<file path="src/rtl/branch_predictor_if.sv">
// Fetch/EX signal bundle between the pipeline (master) and the branch predictor (slave).
interface branch_predictor_if #(
  parameter int unsigned PC_W = 32
);
  logic            if_valid;
  logic [PC_W-1:0] if_pc;
  logic            pred_taken;
  logic            ex_valid;
  logic [PC_W-1:0] ex_pc;
  logic            ex_pred_taken;
  logic            branch_hazard;
  logic            mispredict;
  logic            redirect_taken;
  logic [31:0]     branch_count;
  logic [31:0]     mispredict_count;

  modport master (
    output if_valid, if_pc, ex_valid, ex_pc, ex_pred_taken, branch_hazard,
    input  pred_taken, mispredict, redirect_taken, branch_count, mispredict_count
  );

  modport slave (
    input  if_valid, if_pc, ex_valid, ex_pc, ex_pred_taken, branch_hazard,
    output pred_taken, mispredict, redirect_taken, branch_count, mispredict_count
  );
endinterface

</file>
<file path="src/rtl/branch_predictor.sv">
// PC-indexed table of 2-bit saturating counters; predicts at fetch, trains and flags mispredicts
// at EX. Define BRANCH_STATS_EN to add resolved-branch and misprediction counters.
module branch_predictor #(
  parameter int unsigned IDX_W = 6,
  parameter int unsigned PC_W  = 32
) (
  input logic              clk,
  input logic              reset,
  branch_predictor_if.slave bp
);
  localparam int unsigned Entries = 1 << IDX_W;

  logic [1:0]       table_q [Entries];
  logic [IDX_W-1:0] if_idx;
  logic [IDX_W-1:0] ex_idx;
  logic [1:0]       ex_cur;
  logic [1:0]       ex_next;

  assign if_idx = bp.if_pc[IDX_W+1:2];
  assign ex_idx = bp.ex_pc[IDX_W+1:2];

  // Word-aligned PCs: the byte offset and the bits above the index carry no information here.
  logic unused_pc;
  assign unused_pc = ^{bp.if_pc[PC_W-1:IDX_W+2], bp.if_pc[1:0],
                       bp.ex_pc[PC_W-1:IDX_W+2], bp.ex_pc[1:0]};

  // Reads the registered table only, so a same-cycle update is not bypassed.
  assign bp.pred_taken     = bp.if_valid & table_q[if_idx][1];
  assign bp.mispredict     = bp.ex_valid & (bp.branch_hazard != bp.ex_pred_taken);
  assign bp.redirect_taken = bp.ex_valid & bp.branch_hazard;

  always_comb begin
    ex_cur  = table_q[ex_idx];
    ex_next = ex_cur;
    if (bp.branch_hazard) begin
      if (ex_cur != 2'b11) ex_next = ex_cur + 2'b01;
    end else begin
      if (ex_cur != 2'b00) ex_next = ex_cur - 2'b01;
    end
  end

  always_ff @(posedge clk or posedge reset) begin
    if (reset) begin
      for (int unsigned i = 0; i < Entries; i++) table_q[i] <= 2'b01;
    end else if (bp.ex_valid) begin
      table_q[ex_idx] <= ex_next;
    end
  end

`ifdef BRANCH_STATS_EN
  logic [31:0] branch_count_q;
  logic [31:0] mispredict_count_q;

  always_ff @(posedge clk or posedge reset) begin
    if (reset) begin
      branch_count_q     <= '0;
      mispredict_count_q <= '0;
    end else begin
      if (bp.ex_valid)   branch_count_q     <= branch_count_q + 32'd1;
      if (bp.mispredict) mispredict_count_q <= mispredict_count_q + 32'd1;
    end
  end

  assign bp.branch_count     = branch_count_q;
  assign bp.mispredict_count = mispredict_count_q;
`else
  assign bp.branch_count     = '0;
  assign bp.mispredict_count = '0;
`endif

endmodule

</file>
<file path="src/flat_wrapper.sv">
// flat-port wrapper written by rule: the top's interface ports become plain ports
module branch_predictor_flat 
#(
  parameter int unsigned IDX_W = 6,
  parameter int unsigned PC_W  = 32
)
  (clk, reset, bp_if_valid, bp_if_pc, bp_ex_valid, bp_ex_pc, bp_ex_pred_taken, bp_branch_hazard, bp_pred_taken, bp_mispredict, bp_redirect_taken, bp_branch_count, bp_mispredict_count);
  branch_predictor_if #(.PC_W(PC_W)) bp_i ();
  input logic clk;
  input logic reset;
  input wire logic [$bits(bp_i.if_valid)-1:0] bp_if_valid;
  input wire logic [$bits(bp_i.if_pc)-1:0] bp_if_pc;
  input wire logic [$bits(bp_i.ex_valid)-1:0] bp_ex_valid;
  input wire logic [$bits(bp_i.ex_pc)-1:0] bp_ex_pc;
  input wire logic [$bits(bp_i.ex_pred_taken)-1:0] bp_ex_pred_taken;
  input wire logic [$bits(bp_i.branch_hazard)-1:0] bp_branch_hazard;
  output wire logic [$bits(bp_i.pred_taken)-1:0] bp_pred_taken;
  output wire logic [$bits(bp_i.mispredict)-1:0] bp_mispredict;
  output wire logic [$bits(bp_i.redirect_taken)-1:0] bp_redirect_taken;
  output wire logic [$bits(bp_i.branch_count)-1:0] bp_branch_count;
  output wire logic [$bits(bp_i.mispredict_count)-1:0] bp_mispredict_count;
  assign bp_i.if_valid = bp_if_valid;
  assign bp_i.if_pc = bp_if_pc;
  assign bp_i.ex_valid = bp_ex_valid;
  assign bp_i.ex_pc = bp_ex_pc;
  assign bp_i.ex_pred_taken = bp_ex_pred_taken;
  assign bp_i.branch_hazard = bp_branch_hazard;
  assign bp_pred_taken = bp_i.pred_taken;
  assign bp_mispredict = bp_i.mispredict;
  assign bp_redirect_taken = bp_i.redirect_taken;
  assign bp_branch_count = bp_i.branch_count;
  assign bp_mispredict_count = bp_i.mispredict_count;
  branch_predictor #(.IDX_W(IDX_W), .PC_W(PC_W)) u_core (.clk(clk), .reset(reset), .bp(bp_i));
endmodule
</file>
<file path="config.mk">
export PLATFORM = sky130hd
export DESIGN_NAME = branch_predictor_flat
export DESIGN_NICKNAME = d
export VERILOG_FILES = /design/src/rtl/branch_predictor_if.sv /design/src/rtl/branch_predictor.sv /design/src/flat_wrapper.sv
export SDC_FILE = /design/constraint.sdc
export NUM_CORES = 1
export LEC_CHECK = 0
export CAP_MARGIN = 20
export CORE_MARGIN = 4
export CORE_UTILIZATION = 53
export CTS_BUF_LIST = sky130_fd_sc_hd__clkbuf_16
export DETAILED_ROUTE_END_ITERATION = 8
export HOLD_SLACK_MARGIN = 0.05
export PLACE_DENSITY_LB_ADDON = 0.2
export SLEW_MARGIN = 10
export SYNTH_ARGS = -nofsm -noshare
export SYNTH_HDL_FRONTEND = slang
export SYNTH_SLANG_ARGS = --single-unit
</file>
<file path="constraint.sdc">
create_clock -name clk -period 5.1 [get_ports clk]
set_input_delay 1.02 -clock clk [delete_from_list [all_inputs] [get_ports clk]]
set_output_delay 1.02 -clock clk [all_outputs]
set_load 0.01 [all_outputs]
</file>
### Word level (Yosys, flattened, before mapping)

Cells that the tools add are included.
Widths: inputs -> output; s select.

| storage, ports and cells | value |
|---|---|
| flip-flop bits (word level) | 128 |

| operators by class | value |
|---|---|
| bitwise logic cells | 5 |
| order comparisons | 3 |
| reduce and logical (&&, ||, !) cells | 2 |
| multiplexer cells | 12 |
| equality and inequality tests | 2 |
| add/subtract/negate cells | 2 |

Operator list:

| operator | count |
|---|---|
| $bwmux 128 | 1 |
| $bmux 2 s6 | 2 |
| $mux 2 | 8 |
| $ge 7x7->1 const B | 2 |
| $not 6->7 | 2 |
| $demux 2 s6 | 1 |
| $lt 7x1->1 const B | 1 |
| $and 1x1->1 | 3 |
| $add 2x1->2 const B | 1 |
| $ne 2x2->1 const B | 1 |
| $reduce_bool 2->1 | 1 |
| $sub 2x1->2 const B | 1 |
| $logic_and 1x1->1 | 1 |
| $ne 1x1->1 | 1 |

### Logic depth before layout (Yosys ltp)

| logic depth | value |
|---|---|
| depth after elaboration | 8 |
| mapped depth | 12 |
| depth with buffers taken out | 7 |

### Least setup slack after synthesis

No wires, ideal clock.

| timing | value |
|---|---|
| path kind | in2out |
| from | input bp_if_pc[2] |
| to | output bp_pred_taken |
| data required time | 4.080 ns |
| slack | 0.480 ns |
| stages | 6 |
| data arrival time | 3.600 ns |
| buffers on the path | 2 |
| path through | clkbuf_1 > buf_1 > mux4_2 > mux4_2 > mux4_2 > and2_1 |

| on the way | value |
|---|---|
| cells in the longest elaborated chain, start to end | 5 |

RTL lines:

| item | line | text |
|---|---|---|
| start, declared | flat_wrapper.sv:12 | `input wire logic [$bits(bp_i.if_pc)-1:0] bp_if_pc;` |
| $not 6->7 (not written as such) | branch_predictor.sv:28 | `assign bp.pred_taken = bp.if_valid & table_q[if_idx][1];` |
| $bmux 2 s6 | branch_predictor.sv:28 |  |
| $mux 2 (not written as such) (2 in series) | branch_predictor.sv:28 |  |
| $and 1x1->1 | branch_predictor.sv:28 |  |
| end, declared | flat_wrapper.sv:17 | `output wire logic [$bits(bp_i.pred_taken)-1:0] bp_pred_taken;` |

No other way between the ends. The select of a mux whose other input is x is not followed.

### Worst setup path after layout

Ends and elaborated chain as after synthesis.

==> results_dict.tcl <==
set metrics [dict create \
    status "completed" \
    num_vias 5054 \
    powerDensity_nw_per_um2 357 \
    tightest_slew_ps 1090 \
    arrival_ps 3970 \
    cap_violations 0 \
    hold_viol_final 0 \
    grt_pass1_vias 5088 \
    cts_root_buffer "clkbuf_16" \
    placed_area_um2 7410 \
    syn2layout_area_growth_pct 10.5 \
    cp_slowest_cell "mux4_2" \
    final_cells 856 \
    rsz0062_at_grt "no" \
    largest_register_ffs 128 \
    crit_required_ps 4080 \
    std_cell_rows 42 \
    wl_met1_um 7610 \
    dp_hpwl_um 11800 \
    intPower_mw 2.12 \
    synth.distinct_cells 50 \
    combPwrFrac_pct 14.2 \
    ys_ff_latch 128 \
    reg_top3 "u_core.table_q x128" \
    synthFlopType "dfstp_2" \
    yosysWarnings 0 \
    insertedDiodeCount 0 \
    clk_transition_reported_paths_ps 50 \
    ctsResizeCount 0 \
    p_sw_share_pct 26.1 \
    critPathBufInv 3 \
    path_max_fanout 16 \
    clockBufferDepth 2 \
    num-nets-final 737 \
    grt_pass1_wl_um 28600 \
    synth_edf_count 0 \
    placed_cells 822 \
    startpoint_type "input port" \
    worstSetupEndpointType "output pin" \
    synth_area_leaders "dfstp_2 (23%), dfrtp_1 (22%), mux2_2 (11%)" \
    setup_viol 0 \
    regMostFlops "u_core.table_q" \
    numCtsBuffers 17 \
    criticalPathCategory "in -> out" \
    ioPinCount 137 \
    crit_path_cell_trace "clkdlybuf4s50_1, buf_12, mux4_2, mux4_2, mux4_2, and2_1, clkdlybuf4s50_1" \
    place_congestion 0.837 \
    fp.dieW_um 125 \
    ctsHoldBuffers 0 \
    cellLeakagePower_nw 3.44 \
    final.min_clock_period_ps 4990 \
    synth_top_area_share_pct 23.2 \
    grt.total_usage_pct 23.8 \
    grt_max_degree 69 \
    htreeDepth 4 \
    die_y_um 125 \
    ant_nets 0 \
    pwr-share-seq_pct 44.0 \
    postCtsSetupRepairBufs 0 \
    finalSetupTns_ps 0 \
    wirelength_um 18100 \
    slowest_delay_ps 590 \
    ys_seq_area_share_pct 45.3 \
    skew_ps 7.48 \
    dr_wl_met3_um 1370 \
    switchingPower_mw 0.746 \
    yosysTopAreaCell "dfstp_2" \
    drtIter0Drc 463 \
    routed_via_density 5.90 \
    finalCritPeriodShare_pct 97.9 \
    synth_async_sr_flop_share_pct 100 \
    start_util_pct 54.5 \
    wl_per_cell_um 21.1 \
    crit_top_cell "mux4_2" \
    first_pass_iters 6 \
    globalRoute.totalOverflow 0 \
    design_area_um2 8020 \
    routed-wl-met2_um 8550 \
    hp-class "reg -> reg" \
    finalMaxSlewViolations 0 \
    coreArea_um2 13300 \
    die_area_um2 15600 \
    max_slew_margin_pct 27.0 \
    cts_tree "done" \
    drive_gt1_share_pct 33.4 \
    num-fill-cells 1070 \
    antenna_found_initial 0 \
    top_layer "met4" \
    netlist_instances 645 \
    syn_area_um2 7250 \
    clock_latency_ps 430 \
    peakVddDrop_uv 289 \
    numClockSinks 128 \
    syn_area_per_cell_um2 11.2 \
    clockPowerShare_pct 41.8 \
    crit_family "multiplexers" \
    max_freq_mhz 200 \
    io_buffers 20 \
    drc 0 \
]
==> path summary, 6_finish.rpt <==
path	start	to	slack, ps	cells after the start
worst max register to register	u_core.table_q[93]	u_core.table_q[103]	1970	7
min in group asynchronous	reset	u_core.table_q[93]	1120	2
worst min register to register	u_core.table_q[58]	u_core.table_q[58]	480	2
worst min-delay path	u_core.table_q[58]	u_core.table_q[58]	480	2
worst max-delay path	bp_if_pc[2]	bp_pred_taken	110	7
max in group asynchronous	reset	u_core.table_q[58]	3130	3
==> tightest hold or removal path, stage by stage, from the launching register on <==
cell and delay (ps):
dfstp_2 360, nand2_1 40, o21ai_0 60
==> cells by family (layout without fill, tap and decap cells) <==
| kind of cell | after synthesis | after routing | share of synthesized area (%) |
|---|---|---|---|
| AND/OR/NAND/NOR | 184 | 184 | 11.0 |
| flip-flops | 128 | 128 | 45.3 |
| multiplexers | 124 | 124 | 25.2 |
| buffers and inverters | 106 | 78 | 9.89 |
| AO/OA/AOI/OAI | 99 | 99 | 8.14 |
| adder cells (fa/ha/maj) | 2 | 2 | 0.328 |
| other | 1 | 64 | 0.0517 |
| XOR/XNOR | 1 | 1 | 0.121 |
==> cells in the final DEF, fill, tap and decap left out, types with 5 or more instances in the layout <==
cell | netlist | routed
clkbuf_16 | 0 | 17
mux4_2 | 34 | 34
inv_1 | 4 | 5
buf_12 | 1 | 5
clkinv_2 | 0 | 5
mux2i_1 | 10 | 10
dfstp_2 | 64 | 64
nor2b_1 | 6 | 6
dfrtp_1 | 64 | 64
o21ai_0 | 68 | 68
a221oi_1 | 7 | 7
nand2_1 | 137 | 137
a22oi_1 | 5 | 5
nor2_1 | 8 | 8
nand3_1 | 9 | 9
conb_1 | 1 | 64
mux2_2 | 74 | 74
clkdlybuf4s50_1 | 0 | 19
buf_4 | 65 | 16
==> cell usage after synthesis (2+ instances only) <==
library cell and n:
buf_6 7, and3b_1 4, a21oi_1 2, o211ai_1 3, a22oi_1 5, o21ai_0 68
and2_1 3, mux4_2 34, nor2b_1 6, nor3b_1 3, buf_1 7, nor2_1 8
a221oi_1 7, mux2_2 74, dfrtp_1 64, dfstp_2 64, nand2b_1 2, nand2_1 137
mux2_1 2, o211a_1 2, o32ai_1 2, mux2i_1 10, buf_2 5, mux4_1 4
clkbuf_1 17, o22ai_1 2, nor3_1 4, inv_1 4, a21boi_0 2, nand3_1 9
buf_4 65
==> routing by layer <==
layer / track usage, % / vias up
li1: - / 2222
met1: 32.4 / 2557
met2: 36.4 / 233
met3: 5.46 / 42
met4: 11.5 / 0
met5: 0 / -
==> final cells by class <==
| type | instances | area (µm²) | area share, % |
|---|---|---|---|
| Inverter | 4 | 17.5 | 0.219 |
| Multi-Input combinational cell | 474 | 3490 | 43.5 |
| Tap cell | 176 | 220 | 2.75 |
| Sequential cell | 128 | 3280 | 41.0 |
| Clock buffer | 17 | 425 | 5.31 |
| Clock inverter | 15 | 153 | 1.90 |
| Timing Repair Buffer | 42 | 427 | 5.32 |
==> power by group through the flow <==
stage	combinational, mW	clock (mW)	sequential, mW
floorplan	0.341	0	1.24
global placement	0.388	0	1.26
detailed placement	0.401	0	1.27
CTS	0.403	1.22	1.26
global route	0.448	1.26	1.27
finish	0.407	1.20	1.26
==> through the flow <==
stage / utilization, % / total power, mW / worst slack, ps / hold slack [ps]
2_1_floorplan: - / 1.58 / 480 / 455
3_3_place_gp: 55.7 / 1.65 / 108 / 464
3_5_place_dp: 55.7 / 1.67 / 101 / 471
4_1_cts: 60.1 / 2.88 / 80.5 / 478
5_1_grt: 60.3 / 2.98 / 53.1 / 493
6_report: 60.3 / 2.86 / 108 / 475
Power figures use the tool's default switching activity.
